**config.mk**
```make
export PLATFORM = sky130hd
export DESIGN_NAME = spi_mem_sched_flat
export DESIGN_NICKNAME = d
export VERILOG_FILES = /design/src/rtl/spi_mem_sched_if.sv /design/src/rtl/spi_mem_sched.sv /design/src/flat_wrapper.sv
export SDC_FILE = /design/constraint.sdc
export NUM_CORES = 1
export LEC_CHECK = 0
export ABC_AREA = 1
export CAP_MARGIN = 30
export CORE_MARGIN = 2
export CORE_UTILIZATION = 48
export CTS_BUF_LIST = sky130_fd_sc_hd__clkbuf_2 sky130_fd_sc_hd__clkbuf_4 sky130_fd_sc_hd__clkbuf_8
export CTS_CLUSTER_DIAMETER = 100
export DETAILED_ROUTE_END_ITERATION = 7
export PLACE_DENSITY_LB_ADDON = 0.08
export SLEW_MARGIN = 10
export SYNTH_ARGS = -nofsm -noshare
export SYNTH_HDL_FRONTEND = slang
export SYNTH_SLANG_ARGS = --single-unit
```
**constraint.sdc**
```tcl
create_clock -name clk -period 1.4 [get_ports clk]
set_input_delay 0.14 -clock clk [delete_from_list [all_inputs] [get_ports clk]]
set_output_delay 0.14 -clock clk [all_outputs]
set_load 0.1 [all_outputs]
```
**src/rtl/spi_mem_sched_if.sv**
```systemverilog
// Bundles the two client request/response channels and the spi_mem
// en/valid handshake into one interface. The scheduler connects through
// the slave modport; the environment (clients plus memory) uses master.
interface spi_mem_sched_if #(
    parameter int ADDR_W = 6,
    parameter int DATA_W = 8
);
    logic              req0_valid;
    logic              req0_we;
    logic [ADDR_W-1:0] req0_addr;
    logic [DATA_W-1:0] req0_wdata;
    logic              req0_ready;
    logic              rsp0_valid;
    logic              rsp0_err;
    logic [DATA_W-1:0] rsp0_rdata;

    logic              req1_valid;
    logic              req1_we;
    logic [ADDR_W-1:0] req1_addr;
    logic [DATA_W-1:0] req1_wdata;
    logic              req1_ready;
    logic              rsp1_valid;
    logic              rsp1_err;
    logic [DATA_W-1:0] rsp1_rdata;

    logic              mem_en;
    logic [1:0]        mem_cmd;
    logic [ADDR_W-1:0] mem_addr;
    logic [DATA_W-1:0] mem_wr_data;
    logic [DATA_W-1:0] mem_rd_data;
    logic              mem_valid;

    modport slave (
        input  req0_valid, req0_we, req0_addr, req0_wdata,
        output req0_ready, rsp0_valid, rsp0_err, rsp0_rdata,
        input  req1_valid, req1_we, req1_addr, req1_wdata,
        output req1_ready, rsp1_valid, rsp1_err, rsp1_rdata,
        output mem_en, mem_cmd, mem_addr, mem_wr_data,
        input  mem_rd_data, mem_valid
    );

    modport master (
        output req0_valid, req0_we, req0_addr, req0_wdata,
        input  req0_ready, rsp0_valid, rsp0_err, rsp0_rdata,
        output req1_valid, req1_we, req1_addr, req1_wdata,
        input  req1_ready, rsp1_valid, rsp1_err, rsp1_rdata,
        input  mem_en, mem_cmd, mem_addr, mem_wr_data,
        output mem_rd_data, mem_valid
    );
endinterface

```
**src/rtl/spi_mem_sched.sv**
```systemverilog
// Round-robin scheduler for two byte clients in front of one spi_mem.
// Each write is optionally preceded by a WREN transaction; every spi_mem
// phase is a full en/valid four-phase handshake with an optional timeout.
module spi_mem_sched #(
    parameter int ADDR_W    = 6,
    parameter int DATA_W    = 8,
    parameter int AUTO_WREN = 1,
    parameter int TIMEOUT   = 4096
) (
    input  logic            clk,
    input  logic            rst_n,
    spi_mem_sched_if.slave  bus,
    output logic            busy
);
    // Command encodings shared with spi_mem (spi_mem_cmd.vh)
    localparam logic [1:0] CMD_WREN  = 2'b01;
    localparam logic [1:0] CMD_READ  = 2'b10;
    localparam logic [1:0] CMD_WRITE = 2'b11;

    localparam int CNT_W = (TIMEOUT > 0) ? $clog2(TIMEOUT + 1) : 1;
    localparam logic [CNT_W-1:0] TMO_LAST = (TIMEOUT > 0) ? CNT_W'(TIMEOUT - 1) : '0;

    typedef enum logic [2:0] {
        IDLE, WREN_ISSUE, WREN_REL, OP_ISSUE, OP_REL, ABORT, RESP
    } state_t;

    state_t            state, state_nx;
    logic              rr_last;
    logic              cli_q, we_q, err_q;
    logic [ADDR_W-1:0] addr_q;
    logic [DATA_W-1:0] wdata_q, rdata_q;
    logic [CNT_W-1:0]  tmo_cnt;
    logic              rsp0_err_q, rsp1_err_q;
    logic [DATA_W-1:0] rsp0_rdata_q, rsp1_rdata_q;

    logic              grant_any, grant_id, accept, timed_out, sel_we;
    logic              in_issue, enter_issue;

    // Pick a client: alternate under contention, otherwise take whoever asks
    always_comb begin
        grant_any = 1'b0;
        grant_id  = 1'b0;
        if (bus.req0_valid && bus.req1_valid) begin
            grant_any = 1'b1;
            grant_id  = ~rr_last;
        end else if (bus.req0_valid) begin
            grant_any = 1'b1;
        end else if (bus.req1_valid) begin
            grant_any = 1'b1;
            grant_id  = 1'b1;
        end
    end

    assign accept      = rst_n && (state == IDLE) && !bus.mem_valid && grant_any;
    assign sel_we      = grant_id ? bus.req1_we : bus.req0_we;
    assign in_issue    = (state == WREN_ISSUE) || (state == OP_ISSUE);
    assign enter_issue = (state_nx != state) && ((state_nx == WREN_ISSUE) || (state_nx == OP_ISSUE));
    assign timed_out   = (TIMEOUT != 0) && (tmo_cnt == TMO_LAST) && !bus.mem_valid;

    // State register
    always_ff @(posedge clk) begin
        if (!rst_n) state <= IDLE;
        else        state <= state_nx;
    end

    // Next-state logic; a valid arriving on the timeout cycle still counts as success
    always_comb begin
        state_nx = state;
        case (state)
            IDLE:       if (accept) state_nx = (sel_we && AUTO_WREN != 0) ? WREN_ISSUE : OP_ISSUE;
            WREN_ISSUE: if (bus.mem_valid) state_nx = WREN_REL;
                        else if (timed_out) state_nx = ABORT;
            WREN_REL:   if (!bus.mem_valid) state_nx = OP_ISSUE;
            OP_ISSUE:   if (bus.mem_valid) state_nx = OP_REL;
                        else if (timed_out) state_nx = ABORT;
            OP_REL:     if (!bus.mem_valid) state_nx = RESP;
            ABORT:      if (!bus.mem_valid) state_nx = RESP;
            RESP:       state_nx = IDLE;
            default:    state_nx = IDLE;
        endcase
    end

    // Per-phase timeout counter, restarted on every entry to an issue state
    always_ff @(posedge clk) begin
        if (!rst_n)           tmo_cnt <= '0;
        else if (enter_issue) tmo_cnt <= '0;
        else if (in_issue)    tmo_cnt <= tmo_cnt + 1'b1;
    end

    // Request latch, read capture, error flag and held response registers
    always_ff @(posedge clk) begin
        if (!rst_n) begin
            rr_last      <= 1'b1;
            cli_q        <= 1'b0;
            we_q         <= 1'b0;
            addr_q       <= '0;
            wdata_q      <= '0;
            rdata_q      <= '0;
            err_q        <= 1'b0;
            rsp0_err_q   <= 1'b0;
            rsp1_err_q   <= 1'b0;
            rsp0_rdata_q <= '0;
            rsp1_rdata_q <= '0;
        end else begin
            if (accept) begin
                rr_last <= grant_id;
                cli_q   <= grant_id;
                we_q    <= sel_we;
                addr_q  <= grant_id ? bus.req1_addr  : bus.req0_addr;
                wdata_q <= grant_id ? bus.req1_wdata : bus.req0_wdata;
                rdata_q <= '0;
            end
            if (state == OP_ISSUE && bus.mem_valid)
                rdata_q <= we_q ? '0 : bus.mem_rd_data;
            if (in_issue && timed_out)
                err_q <= 1'b1;
            if (state == RESP)
                err_q <= 1'b0;
            if (state_nx == RESP && state != RESP) begin
                if (cli_q) begin
                    rsp1_err_q   <= err_q;
                    rsp1_rdata_q <= err_q ? '0 : rdata_q;
                end else begin
                    rsp0_err_q   <= err_q;
                    rsp0_rdata_q <= err_q ? '0 : rdata_q;
                end
            end
        end
    end

    // Output decode from the current state
    always_comb begin
        bus.mem_en      = 1'b0;
        bus.mem_cmd     = 2'b00;
        bus.mem_addr    = '0;
        bus.mem_wr_data = '0;
        bus.req0_ready  = 1'b0;
        bus.req1_ready  = 1'b0;
        bus.rsp0_valid  = 1'b0;
        bus.rsp1_valid  = 1'b0;
        busy            = (state != IDLE);
        case (state)
            IDLE: begin
                bus.req0_ready = accept && !grant_id;
                bus.req1_ready = accept && grant_id;
            end
            WREN_ISSUE: begin
                bus.mem_en  = 1'b1;
                bus.mem_cmd = CMD_WREN;
            end
            OP_ISSUE: begin
                bus.mem_en      = 1'b1;
                bus.mem_cmd     = we_q ? CMD_WRITE : CMD_READ;
                bus.mem_addr    = addr_q;
                bus.mem_wr_data = wdata_q;
            end
            RESP: begin
                bus.rsp0_valid = !cli_q;
                bus.rsp1_valid = cli_q;
            end
            default: ;
        endcase
    end

    assign bus.rsp0_err   = rsp0_err_q;
    assign bus.rsp0_rdata = rsp0_rdata_q;
    assign bus.rsp1_err   = rsp1_err_q;
    assign bus.rsp1_rdata = rsp1_rdata_q;
endmodule

```
**src/flat_wrapper.sv**
```systemverilog
// flat-port wrapper written by rule: the top's interface ports become plain ports
module spi_mem_sched_flat 
#(
    parameter int ADDR_W    = 6,
    parameter int DATA_W    = 8,
    parameter int AUTO_WREN = 1,
    parameter int TIMEOUT   = 4096
)
  (clk, rst_n, busy, bus_req0_valid, bus_req0_we, bus_req0_addr, bus_req0_wdata, bus_req0_ready, bus_rsp0_valid, bus_rsp0_err, bus_rsp0_rdata, bus_req1_valid, bus_req1_we, bus_req1_addr, bus_req1_wdata, bus_req1_ready, bus_rsp1_valid, bus_rsp1_err, bus_rsp1_rdata, bus_mem_en, bus_mem_cmd, bus_mem_addr, bus_mem_wr_data, bus_mem_rd_data, bus_mem_valid);
  spi_mem_sched_if #(.ADDR_W(ADDR_W), .DATA_W(DATA_W)) bus_i ();
  input  logic clk;
  input  logic rst_n;
  output logic busy;
  input wire logic [$bits(bus_i.req0_valid)-1:0] bus_req0_valid;
  input wire logic [$bits(bus_i.req0_we)-1:0] bus_req0_we;
  input wire logic [$bits(bus_i.req0_addr)-1:0] bus_req0_addr;
  input wire logic [$bits(bus_i.req0_wdata)-1:0] bus_req0_wdata;
  output wire logic [$bits(bus_i.req0_ready)-1:0] bus_req0_ready;
  output wire logic [$bits(bus_i.rsp0_valid)-1:0] bus_rsp0_valid;
  output wire logic [$bits(bus_i.rsp0_err)-1:0] bus_rsp0_err;
  output wire logic [$bits(bus_i.rsp0_rdata)-1:0] bus_rsp0_rdata;
  input wire logic [$bits(bus_i.req1_valid)-1:0] bus_req1_valid;
  input wire logic [$bits(bus_i.req1_we)-1:0] bus_req1_we;
  input wire logic [$bits(bus_i.req1_addr)-1:0] bus_req1_addr;
  input wire logic [$bits(bus_i.req1_wdata)-1:0] bus_req1_wdata;
  output wire logic [$bits(bus_i.req1_ready)-1:0] bus_req1_ready;
  output wire logic [$bits(bus_i.rsp1_valid)-1:0] bus_rsp1_valid;
  output wire logic [$bits(bus_i.rsp1_err)-1:0] bus_rsp1_err;
  output wire logic [$bits(bus_i.rsp1_rdata)-1:0] bus_rsp1_rdata;
  output wire logic [$bits(bus_i.mem_en)-1:0] bus_mem_en;
  output wire logic [$bits(bus_i.mem_cmd)-1:0] bus_mem_cmd;
  output wire logic [$bits(bus_i.mem_addr)-1:0] bus_mem_addr;
  output wire logic [$bits(bus_i.mem_wr_data)-1:0] bus_mem_wr_data;
  input wire logic [$bits(bus_i.mem_rd_data)-1:0] bus_mem_rd_data;
  input wire logic [$bits(bus_i.mem_valid)-1:0] bus_mem_valid;
  assign bus_i.req0_valid = bus_req0_valid;
  assign bus_i.req0_we = bus_req0_we;
  assign bus_i.req0_addr = bus_req0_addr;
  assign bus_i.req0_wdata = bus_req0_wdata;
  assign bus_req0_ready = bus_i.req0_ready;
  assign bus_rsp0_valid = bus_i.rsp0_valid;
  assign bus_rsp0_err = bus_i.rsp0_err;
  assign bus_rsp0_rdata = bus_i.rsp0_rdata;
  assign bus_i.req1_valid = bus_req1_valid;
  assign bus_i.req1_we = bus_req1_we;
  assign bus_i.req1_addr = bus_req1_addr;
  assign bus_i.req1_wdata = bus_req1_wdata;
  assign bus_req1_ready = bus_i.req1_ready;
  assign bus_rsp1_valid = bus_i.rsp1_valid;
  assign bus_rsp1_err = bus_i.rsp1_err;
  assign bus_rsp1_rdata = bus_i.rsp1_rdata;
  assign bus_mem_en = bus_i.mem_en;
  assign bus_mem_cmd = bus_i.mem_cmd;
  assign bus_mem_addr = bus_i.mem_addr;
  assign bus_mem_wr_data = bus_i.mem_wr_data;
  assign bus_i.mem_rd_data = bus_mem_rd_data;
  assign bus_i.mem_valid = bus_mem_valid;
  spi_mem_sched #(.ADDR_W(ADDR_W), .DATA_W(DATA_W), .AUTO_WREN(AUTO_WREN), .TIMEOUT(TIMEOUT)) u_core (.clk(clk), .rst_n(rst_n), .bus(bus_i), .busy(busy));
endmodule
```
=== Yosys cells after proc, flatten, opt, wreduce, memory -nomap -nowiden ===
Cells that the tools add are included.

* Register bits: 60
* Input port bits: 43
* Output and inout bits: 40
* Word-level logic and storage cells: 83

* Add/subtract/negate cells: 1
* Equal/unequal tests: 12
* Muxes and demuxes: 29
* Bitwise operators: 3
* Reductions and logical operators: 25

{| class="wikitable"
|+ Operators by type and width
! kind !! number
|-
| $mux 8 || 6
|-
| $mux 3 || 6
|-
| $pmux 3 s5 || 1
|-
| $add 13x1->13 const B || 1
|-
| $eq 13x12->1 const B || 1
|-
| $eq 3x3->1 const B || 4
|-
| $mux 1 || 12
|-
| $mux 6 || 2
|-
| $logic_and 1x1->1 || 11
|-
| $eq 3x2->1 const B || 3
|-
| $reduce_or 2->1 || 4
|-
| $eq 3x1->1 const B || 2
|-
| $pmux 2 s2 || 1
|-
| $reduce_and 2->1 || 2
|-
| $logic_not 1->1 || 3
|-
| $logic_not 3->1 || 1
|-
| $ne 3x3->1 || 1
|-
| $ne 3x3->1 const B || 1
|-
| $not 1->1 || 3
|-
| $reduce_bool 3->1 || 1
|-
| $logic_or 1x1->1 || 2
|-
| $mux 2 || 1
|-
| $reduce_bool 2->1 || 1
|}

=== Logic depth before layout (Yosys ltp) ===
* Depth after elaboration: 11
* Depth in mapped cells: 10
* Depth with buffers taken out: 10

=== Least setup slack after synthesis ===
No wires, ideal clock.

* Kind: reg-to-output
* From: reg u_core.state[2]
* To: out bus_mem_addr[2]
* Arrival time: 2.748 ns
* Data required time: 1.260 ns
* Slack: -1.488 ns
* Stages on the path, launching flop included: 7
* Path buffers: 1
* Path through: dfxtp_1 > inv_2 > nand2_4 > nor2_4 > inv_1 > clkbuf_1 > nor2_1

* Cells in the longest elaborated chain, start to end: 2

{| class="wikitable"
|+ Ends and longest elaborated chain
! item !! RTL line !! text
|-
| start: declaration || spi_mem_sched.sv:27 || <nowiki>state_t state, state_nx;</nowiki>
|-
| start signal: assignment || spi_mem_sched.sv:63 || <nowiki>else state <= state_nx;</nowiki>
|-
| $eq 3x2->1 || spi_mem_sched.sv:142 || <nowiki>case (state)</nowiki>
|-
| $mux 6 || spi_mem_sched.sv:142 ||
|-
| end: declaration || flat_wrapper.sv:32 || <nowiki>output wire logic [$bits(bus_i.mem_addr)-1:0] bus_mem_addr;</nowiki>
|}

No other way between the ends.

=== Worst setup path after layout ===
* From: reg u_core.state[1]
* To: out bus_mem_addr[2]

The elaborated chain is that of the path after synthesis.

==> metrics.yaml <==
worst_setup_path:
  crit_type: "register to primary output"
  crit_chain: "buf_6, inv_4, nor2_4, buf_12, inv_12, nor2_4, buf_12"
  critical_path.max_stage_delay_ns: 0.37
  worstReg2RegEnd: "u_core.rdata_q[5]$_SDFFE_PN0P_"
  worstPathArrival_ns: 1.56
  crit_slowest_cell: "dfxtp_4"
  worst-path-buf-inv: 5
  crit_end: "bus_mem_addr[2]"
  r2r_start: "u_core.state[1]$_SDFF_PN0_"
  r2r_cells: 9
  critPathTopFamily: "buffers and inverters"
  critPathMaxFanout: 7
  cp-end-kind: "primary output"
  critical_path_depth: 7
  worst-r2r-setup-slack_ns: -0.27
  worstPathRequired_ns: 1.26
  cp-start-kind: "register"
  crit_start: "u_core.state[1]$_SDFF_PN0_"
clocking:
  insertion_delay_ns: 0.36
  cts_sinks: 60
  clkTransAtPathRegs_ns: 0.07
  h-tree-depth: 3
  cts_tree: "done"
  clockBufferDepth: 2
  cts_root_buf: "clkbuf_8"
  cts_made_buffers: 9
cells_and_area:
  syn2layout_area_growth_pct: 86.4
  n_antenna_cell: 0
  nets: 545
  final_area_um2: 5090
  multiInputGateArea_um2: 1680
  fillers: 187
  final_cell_mix: "nand2_1, dfxtp_1, buf_12, a21oi_1, clkdlybuf4s50_1"
  layout_commonest_cell: "nand2_1"
  instances_no_fill: 578
  drive_gt1_share_pct: 40.7
  seq_area_um2: 1210
timing:
  slew_viol_final: 0
  maxSlewHeadroom_pct: 74.2
  fmax_mhz: 587
  setup_viol_count_final: 64
  post-route-min-period_ns: 1.70
  rsz0062_at_grt: "yes"
  min_period_over_period_pct: 122
  finalHoldViolCount: 0
  worst_slack_ns: -0.305
  fin_worst_skew_ns: 0.00988
  worst_pin_slew_ns: 0.383
  fin_tns_setup_ns: -8.67
yosys:
  synth_top_cell_by_area: "dfxtp_1"
  ys_seq_area_share_pct: 44.0
  synthTopCellsByArea: "dfxtp_1, nand2_1, a21oi_1"
  netlist-cell-type-count: 29
  syn_inst: 369
  syn_area_um2: 2730
  synth_area_per_cell_um2: 7.40
  synth_nets: 413
  ys.flop_type: "dfxtp_1"
  netlist.area_leader.share_pct: 44.0
  async_flop_share_pct: 0
  synth-seq-cells: 60
  yosys_warnings: 0
  synth_edf_count: 0
route:
  vias: 3521
  wire_per_inst_um: 22.2
  drc: 0
  drtIter0Drc: 428
  ant_nets: 0
  first_pass_iters: 5
  viasPerCell: 6.09
  wirelength_mm: 12.9
outcome:
  failed_checks: "negative setup slack"
  run_status: "complete, but fails checks"
global_route:
  overflow: 0
  grt_pass1_wl_mm: 14.6
  grt_usage_pct: 30.1
  antenna_found_initial: 0
  grt_pass1_vias: 3205
  grt_max_degree: 28
power:
  peakVddDrop_mv: 0.798
  p_total_uw: 4370
  leakagePower_uw: 0.00189
  power_density_nw_per_um2: 860
placed_design:
  pre_cts_ws_ns: -0.334
  dp_cells: 535
  place_congestion: 0.813
  place_area_um2: 4340
  portBuffers: 82
  hpwl_mm: 5.47
job:
  maxCapViolations: 0
die:
  fp.dieW_um: 79.4
  ioPinCount: 83
  dieArea_um2: 6300
  core_um2: 5510
  num_rows: 27
  die_h_um: 79.4
  start_util_pct: 49.6
worst_hold_path:
  hold_class: "input pin to register"
[per-layer routing]
| metal | vias up | GRT usage [%] | share of wire (%) |
|---|---|---|---|
| li1 | 1456 | - | - |
| met1 | 1649 | 33.1 | 34 |
| met2 | 301 | 53.4 | 49 |
| met3 | 115 | 8.60 | 8.5 |
| met4 | 0 | 13.8 | 7.9 |
| met5 | - | 0 | 0 |
[report_power, final]
part	switching, uW	internal [uW]	total [uW]
Combinational	535	413	948
Clock	803	830	1630
Sequential	46.0	1750	1790
[how the worst min path moves through the flow]
| stage | from | end | cells after the start |
|---|---|---|---|
| global route | bus_mem_rd_data[2] | u_core.rdata_q[2]$_SDFFE_PN0P_ | 3 |
| CTS | bus_mem_rd_data[0] | u_core.rdata_q[0]$_SDFFE_PN0P_ | 3 |
| global placement | u_core.addr_q[5]$_SDFFE_PN0P_ | u_core.addr_q[5]$_SDFFE_PN0P_ | 2 |
| detailed placement | u_core.addr_q[0]$_SDFFE_PN0P_ | u_core.addr_q[0]$_SDFFE_PN0P_ | 2 |
| finish | bus_mem_rd_data[0] | u_core.rdata_q[0]$_SDFFE_PN0P_ | 3 |
| floorplan | bus_mem_rd_data[0] | u_core.rdata_q[0]$_SDFFE_PN0P_ | 2 |
[worst reg2reg max path: cells and delay by family, from the launching register on]
| family | cells | cell delay, ns |
|---|---|---|
| buffers and inverters | 4 | 0.48 |
| DFF | 1 | 0.37 |
| AOI/OAI and AO/OA | 1 | 0.16 |
| and+or+nand+nor | 4 | 0.60 |
[Yosys cell counts (4+ instances only)]
| library cell | number |
|---|---|
| nor2_1 | 49 |
| o21ai_0 | 23 |
| dfxtp_1 | 60 |
| nand2_1 | 81 |
| clkbuf_1 | 6 |
| a21oi_1 | 48 |
| nand3_1 | 11 |
| mux2_2 | 14 |
| inv_1 | 38 |
| xor2_1 | 4 |
| nand4_1 | 4 |
[logic make-up after synthesis]
group	Yosys count	synth area share [%]
and+or+nand+nor	161	25.7
AOI/OAI and AO/OA	73	13.8
DFF	60	44.0
buffers and inverters	54	8.39
muxes	14	5.78
xor gates and xnor gates	6	1.93
adders and majority gates	1	0.458
[registers in the layout, indices dropped and copies added (netlist names)]
| name | cells |
|---|---|
| u_core.wdata_q | 8 |
| u_core.cli_q | 1 |
| u_core.bus.rsp0_rdata | 8 |
| u_core.bus.rsp1_rdata | 8 |
| u_core.tmo_cnt | 13 |
| u_core.rr_last | 1 |
| u_core.state | 3 |
| u_core.we_q | 1 |
| u_core.bus.rsp0_err | 1 |
| u_core.rdata_q | 8 |
| u_core.addr_q | 6 |
| u_core.bus.rsp1_err | 1 |
| u_core.err_q | 1 |
[final cells by class]
cell class | instances | share of cell area, %
clock buffer | 9 | 2.43
clock inverter | 7 | 1.50
inverter | 42 | 3.84
multi-input combinational | 256 | 33.0
sequential | 60 | 23.9
tap | 72 | 1.77
timing repair buffer | 131 | 33.2
timing repair inverter | 1 | 0.394
[timing repair]
| action | in CTS | in global routing |
|---|---|---|
| gates resized for setup | 33 | 69 |
| gates cloned | 2 | 3 |
| hold buffers | 0 | 0 |
| pin swaps | 15 | 37 |
| setup endpoints to repair | 32 | 78 |
| buffers inserted | 13 | 13 |
[through the flow]
stage / utilization (%) / hold WS [ns]
5_1_grt: 92.4 / 0.380
3_3_place_gp: 78.7 / 0.450
2_1_floorplan: - / 0.287
3_5_place_dp: 78.7 / 0.453
4_1_cts: 86.2 / 0.350
6_report: 92.4 / 0.349
Power figures use the tool's default switching activity.
